`src/rtl/ahbl_excl_monitor.sv`:
```
// AHB-Lite exclusive-access monitor: one reservation per master, hexokay generation and
// local completion of failing exclusive stores. Define EXCL_MON_STRICT_SIZE_EN to also match hsize.
module ahbl_excl_monitor #(
  parameter int N_MASTERS    = 2,
  parameter int W_ADDR       = 32,
  parameter int W_DATA       = 32,
  parameter int GRANULE_LOG2 = 3
) (
  input  logic              clk,
  input  logic              rst_n,
  input  logic              src_hready,
  output logic              src_hready_resp,
  output logic              src_hresp,
  input  logic [W_ADDR-1:0] src_haddr,
  input  logic              src_hwrite,
  input  logic [1:0]        src_htrans,
  input  logic [2:0]        src_hsize,
  input  logic [2:0]        src_hburst,
  input  logic [3:0]        src_hprot,
  input  logic              src_hmastlock,
  input  logic [W_DATA-1:0] src_hwdata,
  output logic [W_DATA-1:0] src_hrdata,
  input  logic              src_hexcl,
  input  logic [7:0]        src_hmaster,
  output logic              src_hexokay,
  output logic              dst_hready,
  input  logic              dst_hready_resp,
  input  logic              dst_hresp,
  output logic [W_ADDR-1:0] dst_haddr,
  output logic              dst_hwrite,
  output logic [1:0]        dst_htrans,
  output logic [2:0]        dst_hsize,
  output logic [2:0]        dst_hburst,
  output logic [3:0]        dst_hprot,
  output logic              dst_hmastlock,
  output logic [W_DATA-1:0] dst_hwdata,
  input  logic [W_DATA-1:0] dst_hrdata
);
  localparam int         W_TAG = W_ADDR - GRANULE_LOG2;
  localparam logic [8:0] N_ID  = 9'(N_MASTERS);

  typedef enum logic [1:0] { D_IDLE, D_PASS, D_LOCAL } dphase_t;
  dphase_t state, state_nxt;

  logic [N_MASTERS-1:0] res_valid;
  logic [W_TAG-1:0]     res_addr [N_MASTERS];
`ifdef EXCL_MON_STRICT_SIZE_EN
  logic [2:0]           res_size [N_MASTERS];
  logic [2:0]           d_size;
  logic                 own_size_bad;
`endif

  logic             d_excl, d_write, d_excl_ok;
  logic [7:0]       d_master;
  logic [W_TAG-1:0] d_tag;

  logic [W_TAG-1:0]     tag;
  logic                 aphase, master_ok, excl_store, own_hit, store_ok;
  logic                 suppress, wr_down, set_en;
  logic [N_MASTERS-1:0] own_sel, addr_hit, set_slot, clr_slot;

  assign tag       = src_haddr[W_ADDR-1:GRANULE_LOG2];
  assign aphase    = src_hready && src_htrans[1];
  assign master_ok = {1'b0, src_hmaster} < N_ID;

  always_comb begin
    // NOTE: every signal written here gets a default first, so no path can infer a latch.
    own_sel  = '0;
    addr_hit = '0;
    own_hit  = 1'b0;
`ifdef EXCL_MON_STRICT_SIZE_EN
    own_size_bad = 1'b0;
`endif
    for (int i = 0; i < N_MASTERS; i++) begin
      own_sel[i]  = (src_hmaster == 8'(i));
      addr_hit[i] = (res_addr[i] == tag);
      if (own_sel[i] && res_valid[i] && addr_hit[i]) begin
        own_hit = 1'b1;
`ifdef EXCL_MON_STRICT_SIZE_EN
        own_size_bad = (res_size[i] != src_hsize);
`endif
      end
    end
  end

  assign excl_store = src_hexcl && src_hwrite;
`ifdef EXCL_MON_STRICT_SIZE_EN
  assign store_ok   = excl_store && own_hit && !own_size_bad;
`else
  assign store_ok   = excl_store && own_hit;
`endif
  assign suppress   = aphase && excl_store && !store_ok;
  assign wr_down    = aphase && src_hwrite && !suppress;
  assign set_en     = (state == D_PASS) && dst_hready_resp && !dst_hresp
                      && d_excl && !d_write && d_excl_ok;

  always_comb begin
    set_slot = '0;
    clr_slot = '0;
    for (int i = 0; i < N_MASTERS; i++) begin
      set_slot[i] = set_en && (d_master == 8'(i));
      // A reservation landing this cycle is judged on its new tag, so a same-granule write still wins.
      clr_slot[i] = (wr_down && (set_slot[i] ? (d_tag == tag) : addr_hit[i]))
                    || (aphase && store_ok && own_sel[i]);
`ifdef EXCL_MON_STRICT_SIZE_EN
      clr_slot[i] = clr_slot[i] || (aphase && excl_store && own_size_bad && own_sel[i]);
`endif
    end
  end

  always_comb begin
    state_nxt = D_IDLE;
    if (aphase) state_nxt = suppress ? D_LOCAL : D_PASS;
  end

  always_ff @(posedge clk or negedge rst_n) begin
    // NOTE: registers use non-blocking assignments so each one samples pre-edge values.
    if (!rst_n) begin
      state     <= D_IDLE;
      d_excl    <= 1'b0;
      d_write   <= 1'b0;
      d_excl_ok <= 1'b0;
      d_master  <= '0;
      d_tag     <= '0;
`ifdef EXCL_MON_STRICT_SIZE_EN
      d_size    <= '0;
`endif
    end else if (src_hready) begin
      state <= state_nxt;
      if (aphase) begin
        d_excl    <= src_hexcl;
        d_write   <= src_hwrite;
        d_excl_ok <= (src_hexcl && !src_hwrite && master_ok) || store_ok;
        d_master  <= src_hmaster;
        d_tag     <= tag;
`ifdef EXCL_MON_STRICT_SIZE_EN
        d_size    <= src_hsize;
`endif
      end
    end
  end

  always_ff @(posedge clk or negedge rst_n) begin
    // NOTE: the table is small, so tags are reset along with the valid bits and never hold X.
    if (!rst_n) begin
      res_valid <= '0;
      for (int i = 0; i < N_MASTERS; i++) begin
        res_addr[i] <= '0;
`ifdef EXCL_MON_STRICT_SIZE_EN
        res_size[i] <= '0;
`endif
      end
    end else begin
      for (int i = 0; i < N_MASTERS; i++) begin
        if (set_slot[i]) begin
          res_valid[i] <= 1'b1;
          res_addr[i]  <= d_tag;
`ifdef EXCL_MON_STRICT_SIZE_EN
          res_size[i]  <= d_size;
`endif
        end
        if (clr_slot[i]) res_valid[i] <= 1'b0;
      end
    end
  end

  always_comb begin
    src_hready_resp = 1'b1;
    src_hresp       = 1'b0;
    src_hexokay     = 1'b0;
    if (state == D_PASS) begin
      src_hready_resp = dst_hready_resp;
      src_hresp       = dst_hresp;
      src_hexokay     = dst_hready_resp && !dst_hresp && d_excl && d_excl_ok;
    end
  end

  assign src_hrdata    = dst_hrdata;
  assign dst_hready    = src_hready;
  assign dst_haddr     = src_haddr;
  assign dst_hwrite    = src_hwrite;
  assign dst_htrans    = suppress ? 2'b00 : src_htrans;
  assign dst_hsize     = src_hsize;
  assign dst_hburst    = src_hburst;
  assign dst_hprot     = src_hprot;
  assign dst_hmastlock = src_hmastlock;
  assign dst_hwdata    = src_hwdata;
endmodule

```
`config.mk`:
```
export PLATFORM = sky130hd
export DESIGN_NAME = ahbl_excl_monitor
export DESIGN_NICKNAME = d
export VERILOG_FILES = /design/src/rtl/ahbl_excl_monitor.sv
export SDC_FILE = /design/constraint.sdc
export NUM_CORES = 1
export LEC_CHECK = 0
export BUFFER_PORTS_ARGS = -buffer_cell sky130_fd_sc_hd__buf_2
export CAP_MARGIN = 25
export CORE_ASPECT_RATIO = 0.6
export CORE_UTILIZATION = 45
export CTS_CLUSTER_DIAMETER = 30
export CTS_CLUSTER_SIZE = 16
export DETAILED_ROUTE_END_ITERATION = 7
export GPL_TIMING_DRIVEN = 0
export PLACE_DENSITY_LB_ADDON = 0.1
export SKIP_LAST_GASP = 1
export SYNTH_ARGS = -nofsm -noshare
export SYNTH_HDL_FRONTEND = slang
export SYNTH_SLANG_ARGS = --single-unit
export TNS_END_PERCENT = 10
```
`constraint.sdc`:
```
create_clock -name clk -period 2.68 [get_ports clk]
set_input_delay 0.536 -clock clk [delete_from_list [all_inputs] [get_ports clk]]
set_output_delay 0.536 -clock clk [all_outputs]
set_load 0.01 [all_outputs]
```
==> results of run 1 <==
[metal layers]
metal	track usage	up-vias
li1	-	1888
met1	0.303	1952
met2	0.330	137
met3	0.0497	6
met4	0.0258	0
met5	0	-
[flip-flops by register name, indices dropped and copies added, names as in the netlist]
name	cells
res_addr	58
d_master	8
state	2
res_valid	2
d_excl_ok	1
d_write	1
d_excl	1
d_tag	29
[area by class of cell]
class / count / area, µm²
repair buffers: 166 / 871
inverters: 4 / 15.0
flip-flops and latches: 102 / 2550
multi-input cells: 254 / 2410
plain buffers: 119 / 910
clock buffers: 11 / 253
clock inverters: 4 / 22.5
well taps: 165 / 206
fillers: 1055 / 5060
[critical path, cell delays in order (launching register included)]
cell and delay, ns:
dfrtp_1 0.40, xnor2_2 0.14, nand4_1 0.25, nor4_4 0.41, a32oi_2 0.17, o21ai_2 0.18, and2_1 0.14, buf_2 0.12
[where the power goes]
| group | switching (W) | internal (W) | total (W) |
|---|---|---|---|
| registers | 0.0000867 | 0.00163 | 0.00172 |
| logic | 0.000295 | 0.000352 | 0.000647 |
| clock network | 0.000545 | 0.000670 | 0.00122 |
[cell families (layout without fill, tap and decap cells)]
kind of cell	after synthesis	count (layout)	synth area share
buf+inv	123	304	0.160
flops	102	102	0.442
mux	97	97	0.189
xor+xnor	87	87	0.132
simple gates	59	59	0.0630
compound gates	11	11	0.0152
[Yosys cell counts (all sizes together)]
cell and number:
nand4 18, clkbuf 4, o32ai 1, o2bb2ai 1, dfrtp 102, buf 115
nor2b 1, a32oi 1, a22o 1, mux2 95, nor2 1, a32o 1
nand2b 2, inv 4, nand3 5, and2 5, nor3 2, or4 1
and2b 1, a21o 2, and3 2, nor3b 1, xor2 12, nor4 11
xnor2 75, nand2 8, o21ai 2, a31oi 2, mux2i 2, nor4b 1
[repair_timing]
item,CTS,global route
resized for setup,11,3
setup endpoints to repair,2,2
hold endpoints to repair,0,0
buffers inserted,5,1
gates cloned,0,0
pin swaps,8,6
[per-stage QoR]
step	cell area, µm²	util	total power (W)	setup TNS (ns)	setup WS, ns
CTS	7200	0.586	0.00361	-0.0229	-0.0128
global route	7240	0.589	0.00374	-0.302	-0.152
global placement	6780	0.552	0.00236	-5.94	-0.550
detailed placement	6810	0.554	0.00239	-1.02	-0.512
floorplan	5780	-	0.00211	0	0.392
finish	7240	0.589	0.00358	-0.0199	-0.0106
[worst min path at each step]
| stage | depth (start not counted) | end | start | slack (ns) |
|---|---|---|---|---|
| after floorplan | 0 | d_excl | rst_n | 0.24 |
| after global placement | 1 | d_excl | d_excl | 0.46 |
| after detailed placement | 1 | d_excl | d_excl | 0.47 |
| after CTS | 1 | d_tag[27] | rst_n | 0.27 |
| after global routing | 1 | d_tag[12] | rst_n | 0.30 |
| final | 1 | d_tag[27] | rst_n | 0.25 |
==> summary.md, run 1 <==
| Metric | Value |
|---|---|
| CTS H-tree depth | 3 |
| Clock tree from TritonCTS | done |
| I/O Buffers | between 150 and 200 |
| Slew Viols, Final | 0 |
| Fin crit share | 1.00 |
| Worst VDD drop | 0.300 mV |
| TritonRoute pass-1 iters | 4 |
| Top-area cell type share of the netlist area | 0.442 |
| Rel. slew slack | 0.415 |
| Yosys warns | 0 |
| Hold slack | 0.246 ns |
| CTS buffer count | 9 |
| Critical Path Source | res_addr[56] |
| Post-Syn Area | 5780 µm² |
| Vias in the first global route | 3989 |
| Cell taking the most area after synthesis | dfrtp_1 |
| Maxcap violations | 0 |
| WP data arrival | 2.15 ns |
| FP Rows | 31 |
| Leakage power | 3.58 nW |
| Status | finished with violations |
| Setup violators final | 2 |
| Syn nets | 603 |
| Total track usage | 0.211 |
| Worst reg2reg path depth | 6 |
| Number of nets in the layout | 780 |
| N_diodes | 0 |
| Largest net degree at the start of global routing | 53 |
| Area delta synth->final | 25.2% |
| Fin. Hold Viols | 0 |
| GP Congestion | 0.783 |
| Post-DP HPWL | 10500 µm |
| Failing checks | setup timing |
| #FFs+latches synth | 102 |
| Synth area leaders | dfrtp_1 (44%), mux2_2 (18%), buf_4 (14%) |
| Clock root cell | clkbuf_16 |
| Synth cell types | 39 |
| Die ar. | 13300 µm² |
| Reg2reg start | d_master[1] |
| Reg clk slew, reported paths | 0.06 ns |
| Clk sinks | 102 |
| Worst Max-Slew Pin Slew | slightly below 0.9 ns |
| GR Overflow Total | 0 |
| Post-synthesis average cell area | 12.1 µm² |
| Most common cell after layout, fill and taps aside | buf_2 |
| Chip width | roughly 150 µm |
| Die Span Y | around 90 µm |
| First-pass GRT wire length | 21400 µm |
| Worst setup path end | dst_htrans[0] |
| CTS max path bufs | 2 |
| Wire length on met2 | 6340 µm |
| Crit-path max FO | 3 |
| DR top layer | met4 |
| Unrepaired setup endpoints after global routing | true |
| Placed insts | approximately 800 |
| CP Capture Type | output port |
| Post-Route M1 WL | 6520 µm |
| FMAX | 372 MHz |
| Routed wl met3 | around 730 µm |
| Worst setup margin | -0.0106 ns |
| Post-Syn Instances | 479 |
| Initial antenna violation count | 0 |
| Final WL | 13700 µm |
| Clock Skews | 0.00608 ns |
| Final min period | 2.69 ns |
| Critical Path RT | 2.14 ns |
| Pwr Density | 494 nW/µm² |
| R2r endpoint | res_addr[45] |
| Setup CP Type | reg -> out |
| DR vias | between 3000 and 4000 |
| Drt wl/cell | 16.6 µm |
| Post-Layout Cell Count | 825 |
| Seq/Total Area, Yosys | 0.442 |
| Startpoint Class | flop |
| Post-route antenna net violation count | 0 |
| DRT iter0 DRCs | ~110 |
| Starting Density | 0.470 |
| # hold bufs at CTS | 0 |
| Hold Path Class | in -> async |
| Most frequent cells in the layout | buf_2 (159), buf_4 (116), dfrtp_1 (102), mux2_2 (94), xnor2_1 (69) |
| Vias per cell | 4.83 |
| Area of the core | 12300 µm² |
| Share of cells above drive strength 1 | 0.620 |
| Clk_lat worst skew | 0.34 ns |
| IO Pins | 238 |
| Number of remaining DRC errors | 0 |
| R2R Setup Slk | roughly 0.44 ns |
No activity file was read; power rests on OpenSTA's default activity.
==> run 2: changes to the inputs <==
--- a/config.mk
+++ b/config.mk
@@ -7,8 +7,7 @@
 export LEC_CHECK = 0
 export BUFFER_PORTS_ARGS = -buffer_cell sky130_fd_sc_hd__buf_2
 export CAP_MARGIN = 25
-export CORE_ASPECT_RATIO = 0.6
-export CORE_UTILIZATION = 45
+export CORE_UTILIZATION = 49
 export CTS_CLUSTER_DIAMETER = 30
 export CTS_CLUSTER_SIZE = 16
 export DETAILED_ROUTE_END_ITERATION = 7
==> run 2 against run 1 <==
Effect of this change: the run still ends with setup timing left; hold slack worse by 0.065 ns; global-route usage up 3.6 points; critical path depth unchanged; highest routed layer unchanged.
==> summary.md, run 2 (synthesis gave the netlist of run 1 again) <==
| Metric | Value |
|---|---|
| Worst Max-Slew Pin Slew | 0.822 ns (-0.0544 ns) |
| Setup CP Type | reg -> out |
| Fillcell total | 974 (-7.7%) |
| Hold Path Class | in -> async |
| Setup violators final | 2 (unchanged) |
| Clk sinks | 102 (unchanged) |
| Worst VDD drop | 0.314 mV (+4.6%) |
| Critical Path RT | 2.14 ns (about the same) |
| Die ar. | 12200 µm² (-8.1%) |
| Int Power | 0.00266 W (+0.30%) |
| Slew Viols, Final | 0 (unchanged) |
| Post-route antenna net violation count | 0 (unchanged) |
| Clock tree from TritonCTS | done |
| Clock Skews | 0.00732 ns (+0.00124 ns) |
| Most common cell after layout, fill and taps aside | buf_2 |
| Post-DP HPWL | 11500 µm (+10%) |
| Final WL | 14700 µm (+7.6%) |
| Starting Density | 0.504 (+0.0340) |
| Area used by multi-input combinational logic | 2430 µm² (+0.94%) |
| DRT iter0 DRCs | 156 (+43%) |
| Largest regs | res_addr: 58 flops, d_tag: 29 flops, d_master: 8 flops |
| Max reg flops | 58 (unchanged) |
| Number of nets in the layout | 780 (unchanged) |
| Rel. slew slack | 0.452 (+0.0363) |
| Sw power | 0.000920 W (-0.63%) |
| FMAX | 369 MHz (-0.67%) |
| TritonRoute pass-1 iters | 4 (unchanged) |
| Largest register by flop count | res_addr |
| Crit path buf inv count | 1 (unchanged) |
| Share of cells above drive strength 1 | 0.620 (unchanged) |
| Startpoint Class | flop |
| Crit-path max FO | 4 (+1) |
| Clock root cell | clkbuf_16 |
| CP Capture Type | output port |
| Sequential share of power | 0.479 (about the same) |
| Reg clk slew, reported paths | 0.07 ns (about the same) |
| CTS buffer count | 9 (unchanged) |
| Worst setup margin | -0.0287 ns (-0.0181 ns) |
| # hold bufs at CTS | 0 (unchanged) |
| CP max stage delay | 0.38 ns (-0.03 ns) |
| Initial antenna violation count | 0 (unchanged) |
| Cell family with most CP delay | simple AND/OR/NAND/NOR gates |
| Combinational Power Share | 0.183 (+0.002) |
| Total track usage | 0.246 (+0.0357) |
| Area of the core | 11500 µm² (-6.7%) |
| FP Rows | 39 (+26%) |
| Fin crit share | 1.01 (+0.00677) |
| Switching share of power | 0.257 (-0.00177) |
| Util after Layout | 0.630 (+0.0415) |
| First-pass GRT wire length | 22600 µm (+5.8%) |
| GR Overflow Total | 0 (unchanged) |
| Fin. Hold Viols | 0 (unchanged) |
| WP data arrival | 2.17 ns (+0.02 ns) |
| R2R Setup Slk | 0.53 ns (+0.09 ns) |
| Leakage power | 3.59 nW (+0.28%) |
| Final min period | 2.71 ns (+0.0181 ns) |
| Clk_lat worst skew | 0.35 ns (about the same) |
| I/O Buffers | 159 (unchanged) |
| IO Pins | 238 (unchanged) |
| Register area | 2550 µm² (unchanged) |
| CTS H-tree depth | 3 (unchanged) |
| Status | finished with violations |
| Vias in the first global route | 4025 (+0.90%) |
| N_diodes | 0 (unchanged) |
| Unrepaired setup endpoints after global routing | true |
| CP max stage cell | dfrtp_1 |
| Largest net degree at the start of global routing | 63 (+19%) |
| Pwr Density | 495 nW/µm² (+0.21%) |
| Failing checks | setup timing |
| Pwr Total | 0.00358 W (about the same) |
| Fin Setup TNS | -0.0546 ns (-0.0348 ns) |
| Die Span Y | 111 µm (+23%) |
| CTS max path bufs | 2 (unchanged) |
| Clock Power Share | 0.338 (-0.002) |
| Most frequent cells in the layout | buf_2 (159), buf_4 (116), dfrtp_1 (102), mux2_2 (94), xnor2_1 (66) |
| Maxcap violations | 0 (unchanged) |
| Number of remaining DRC errors | 0 (unchanged) |
| Vias per cell | 4.97 (+2.9%) |
| Worst-path cell chain | xnor2_1 -> nand4_1 -> nor4_4 -> a32oi_2 -> o21ai_2 -> and2_1 -> buf_2 |
| DR vias | 3989 (+0.15%) |
| Drt wl/cell | 18.3 µm (+11%) |
| Chip width | 111 µm (-25%) |
| GP Congestion | 0.811 (+3.5%) |
| Area delta synth->final | 25.0% |
==> run 2: final cells by class <==
cell class	count	area share
plain buffers	119	0.126
clock buffers	14	0.0365
clock inverters	1	0.000693
inverters	4	0.00208
multi-input cells	254	0.336
flip-flops and latches	102	0.353
well taps	143	0.0248
repair buffers	166	0.121
==> run 2: power by group through the flow <==
| stage | clock [W] | sequential [W] | combinational, W |
|---|---|---|---|
| after floorplan | 0 | 0.00172 | 0.000393 |
| after global placement | 0 | 0.00174 | 0.000633 |
| after detailed placement | 0 | 0.00174 | 0.000649 |
| after CTS | 0.00124 | 0.00171 | 0.000661 |
| after global routing | 0.00130 | 0.00173 | 0.000706 |
| final | 0.00121 | 0.00171 | 0.000656 |
==> run 2: final timing paths <==
check / from / endpoint / cells past startpoint
worst max-delay path: res_addr[6] / dst_htrans[1] / 7
worst min-delay path: rst_n / res_addr[14] / 1
worst max register to register: d_write / res_addr[43] / 6
worst min register to register: d_excl / d_excl / 1
max in group asynchronous: rst_n / d_master[1] / 2
min in group clk: src_hmaster[7] / d_master[7] / 2
==> run 2: repair_timing <==
action | 4_1_cts | 5_1_grt
pin swaps | 5 | 9
endpoints found under the setup margin | 2 | 2
gates cloned | 0 | 0
resized for setup | 11 | 6
setup buffers | 5 | 1
==> run 2: worst reg2reg max path: stages (launching register included) <==
cell and delay (ns):
dfrtp_1 0.38, nor4_1 0.34, nand2_1 0.11, nor4b_2 0.38, and2b_4 0.26, clkbuf_8 0.21, mux2_2 0.35
==> run 2: per-stage QoR <==
stage	instances	setup WS (ns)	cell area (µm²)	hold slack (ns)
after global placement	781	-0.452	6760	0.460
after global routing	803	-0.141	7230	0.226
after CTS	802	-0.0561	7170	0.195
after detailed placement	782	-0.441	6790	0.474
after floorplan	479	0.392	5780	0.240
final	803	-0.0287	7230	0.180
==> run 2: per-layer routing <==
metal | GRT usage | wire (µm) | vias up
li1 | - | - | 1878
met1 | 0.319 | 6270 | 1960
met2 | 0.413 | 7430 | 131
met3 | 0.0445 | 697 | 20
met4 | 0.0889 | 294 | 0
met5 | 0 | 0 | -
==> run 3: changes to the inputs <==
--- a/config.mk
+++ b/config.mk
@@ -7,7 +7,7 @@
 export LEC_CHECK = 0
 export BUFFER_PORTS_ARGS = -buffer_cell sky130_fd_sc_hd__buf_2
 export CAP_MARGIN = 25
-export CORE_UTILIZATION = 49
+export CORE_UTILIZATION = 44
 export CTS_CLUSTER_DIAMETER = 30
 export CTS_CLUSTER_SIZE = 16
 export DETAILED_ROUTE_END_ITERATION = 7
==> constraint.sdc (replaced) <==
create_clock -name clk -period 2.4 [get_ports clk]
set_input_delay 0.48 -clock clk [delete_from_list [all_inputs] [get_ports clk]]
set_output_delay 0.48 -clock clk [all_outputs]
set_load 0.01 [all_outputs]
==> run 3 against run 2 <==
Effect of this change: the flow still finishes with violations (setup timing); combinational power grew 10%; sequential power increased by 12%; power rose by 20%; via count is essentially flat; utilization down 5.7 points; sequential cell count stayed put; hold slack got worse by 0.031 ns; routed wire length shrank 1.2%; highest routed layer unchanged.
==> summary.md, run 3 (synthesis gave the netlist of run 1 again) <==
| Metric | Value |
|---|---|
| Worst setup margin | -0.258 ns (-0.229 ns) |
| Cell family with most CP delay | simple AND/OR/NAND/NOR gates |
| TritonRoute pass-1 iters | 4 (unchanged) |
| Die Span Y | 117 µm (+5.4%) |
| CP max stage delay | 0.39 ns (about the same) |
| Worst-path cell chain | xnor2_1 -> nand4_1 -> nor4_4 -> a32oi_2 -> o21ai_2 -> and2_1 -> buf_2 |
| Largest net degree at the start of global routing | 55 (-13%) |
| Leakage power | 3.60 nW (+0.26%) |
| Placement Cell Area | 6820 µm² (+0.53%) |
| Area delta synth->final | 26.2% |
| I/O Buffers | 159 (unchanged) |
| Initial antenna violation count | 0 (unchanged) |
| Die ar. | 13600 µm² (+11%) |
| Clock tree from TritonCTS | done |
| Critical Path RT | 1.92 ns (-0.22 ns) |
| Number of nets in the layout | 780 (unchanged) |
| Number of remaining DRC errors | 0 (unchanged) |
| Vias in the first global route | 3764 (-6.5%) |
| Vias per cell | 4.80 (-3.4%) |
| Worst Max-Slew Pin Slew | 0.795 ns (-0.0270 ns) |
| Crit path buf inv count | 1 (unchanged) |
| Clk sinks | 102 (unchanged) |
| Slew Viols, Final | 0 (unchanged) |
| Hold Path Class | in -> async |
| Worst VDD drop | 0.270 mV (-14%) |
| CP Capture Type | output port |
| Max reg flops | 58 (unchanged) |
| DR vias | 3991 (+0.050%) |
| Final WL | 14500 µm (-1.2%) |
| Fin crit share | 1.11 |
| Clock root cell | clkbuf_16 |
| Share of cells above drive strength 1 | 0.615 (-0.00455) |
| WP data arrival | 2.18 ns (about the same) |
| FP Rows | 41 (+5.1%) |
| GR Overflow Total | 0 (unchanged) |
| Drt wl/cell | 17.4 µm (-4.6%) |
| Post-route antenna net violation count | 0 (unchanged) |
| N_diodes | 0 (unchanged) |
| CTS H-tree depth | 3 (unchanged) |
| Chip width | 117 µm (+5.4%) |
| First-pass GRT wire length | 20900 µm (-7.7%) |
| Pwr Density | 589 nW/µm² (+19%) |
| Placed insts | 811 (+3.7%) |
| Startpoint Class | flop |
| Rel. slew slack | 0.470 (+0.0180) |
| Setup CP Type | reg -> out |
| GP Congestion | 0.762 (-6.1%) |
| FMAX | about 380 MHz |
| Final min period | 2.66 ns |
| Status | finished with violations |
| Starting Density | 0.454 (-0.0497) |
| Reg clk slew, reported paths | 0.07 ns (about the same) |
| Clk_lat worst skew | 0.35 ns (about the same) |
| Crit-path max FO | 3 (-1) |
| Largest regs | res_addr: 58 flops, d_tag: 29 flops, d_master: 8 flops |
| Design Area, Final | 7290 µm² (+0.93%) |
| Most common cell after layout, fill and taps aside | buf_2 |
| Post-DP HPWL | 11300 µm (-2.2%) |
| DRT iter0 DRCs | 117 (-25%) |
| Most frequent cells in the layout | buf_2 (159), buf_4 (116), dfrtp_1 (102), mux2_2 (94), xnor2_1 (71) |
| # hold bufs at CTS | 0 (unchanged) |
| Clock Skews | 0.00520 ns (-0.00212 ns) |
| Fillcell total | 1125 (+16%) |
| Hold slack | 0.149 ns (-0.0314 ns) |
| IO Pins | 238 (unchanged) |
| Maxcap violations | 0 (unchanged) |
| Fin. Hold Viols | 0 (unchanged) |
| Post-Layout Cell Count | 832 (+3.6%) |
| Failing checks | setup timing |
| Largest register by flop count | res_addr |
| Area of the core | 12700 µm² (+11%) |
| Setup violators final | 2 (unchanged) |
| CTS max path bufs | 2 (unchanged) |
| Total track usage | 0.213 (-0.0335) |
| CP max stage cell | dfrtp_1 |
| CTS buffer count | 9 (unchanged) |
| Unrepaired setup endpoints after global routing | true |
[run 3: final timing paths]
path	to	cells after the start	start	slack, ns
worst max-delay path	dst_htrans[0]	7	res_addr[56]	-0.26
worst min-delay path	res_addr[31]	1	rst_n	0.15
worst max register to register	res_addr[32]	6	d_write	0.27
worst min register to register	d_excl	1	d_excl	0.48
max in group asynchronous	res_addr[12]	2	rst_n	1.55
min in group clk	d_master[7]	2	src_hmaster[7]	0.38
[run 3: power breakdown]
part	switching [W]	internal, W
combinational	0.000331	0.000392
sequential	0.0000957	0.00182
clock	0.000615	0.00104
total	0.00104	0.00325
[run 3: final cells by class]
cell class	instances	area, µm²	share of cell area
buffer	119	910	0.125
clock buffer	11	243	0.0333
clock inverter	4	95.1	0.0130
inverter	4	15.0	0.00206
multi-input combinational	254	2390	0.328
sequential	102	2550	0.350
tap	172	215	0.0295
timing repair buffer	166	871	0.119
[run 3: what timing repair did]
item	in CTS	in global routing
gates resized for setup	9	3
setup buffers	5	1
gates cloned	0	0
setup endpoints to repair	2	2
pin swaps	8	8
[run 3: through the flow]
step / util / TNS (ns) / setup WS, ns / total power (W)
2_1_floorplan: - / 0 / 0.224 / 0.00236
3_3_place_gp: 0.534 / -28.51 / -0.574 / 0.00265
3_5_place_dp: 0.536 / -1.24 / -0.558 / 0.00267
4_1_cts: 0.571 / -0.496 / -0.258 / 0.00433
5_1_grt: 0.573 / -0.694 / -0.358 / 0.00447
6_report: 0.573 / -0.493 / -0.258 / 0.00429
[run 3: metal layers]
layer / wire length (µm) / GRT usage
met3: 789 / 0.0384
met5: 0 / 0
met2: 7110 / 0.355
met4: 199 / 0.0667
met1: 6420 / 0.281
[run 3: worst reg2reg max path, stage by stage (launching register included)]
cell and delay [ns]:
dfrtp_1 0.38, nor4_1 0.36, nand2_1 0.11, nor4b_2 0.33, and2b_4 0.26, clkbuf_8 0.22
mux2_2 0.35
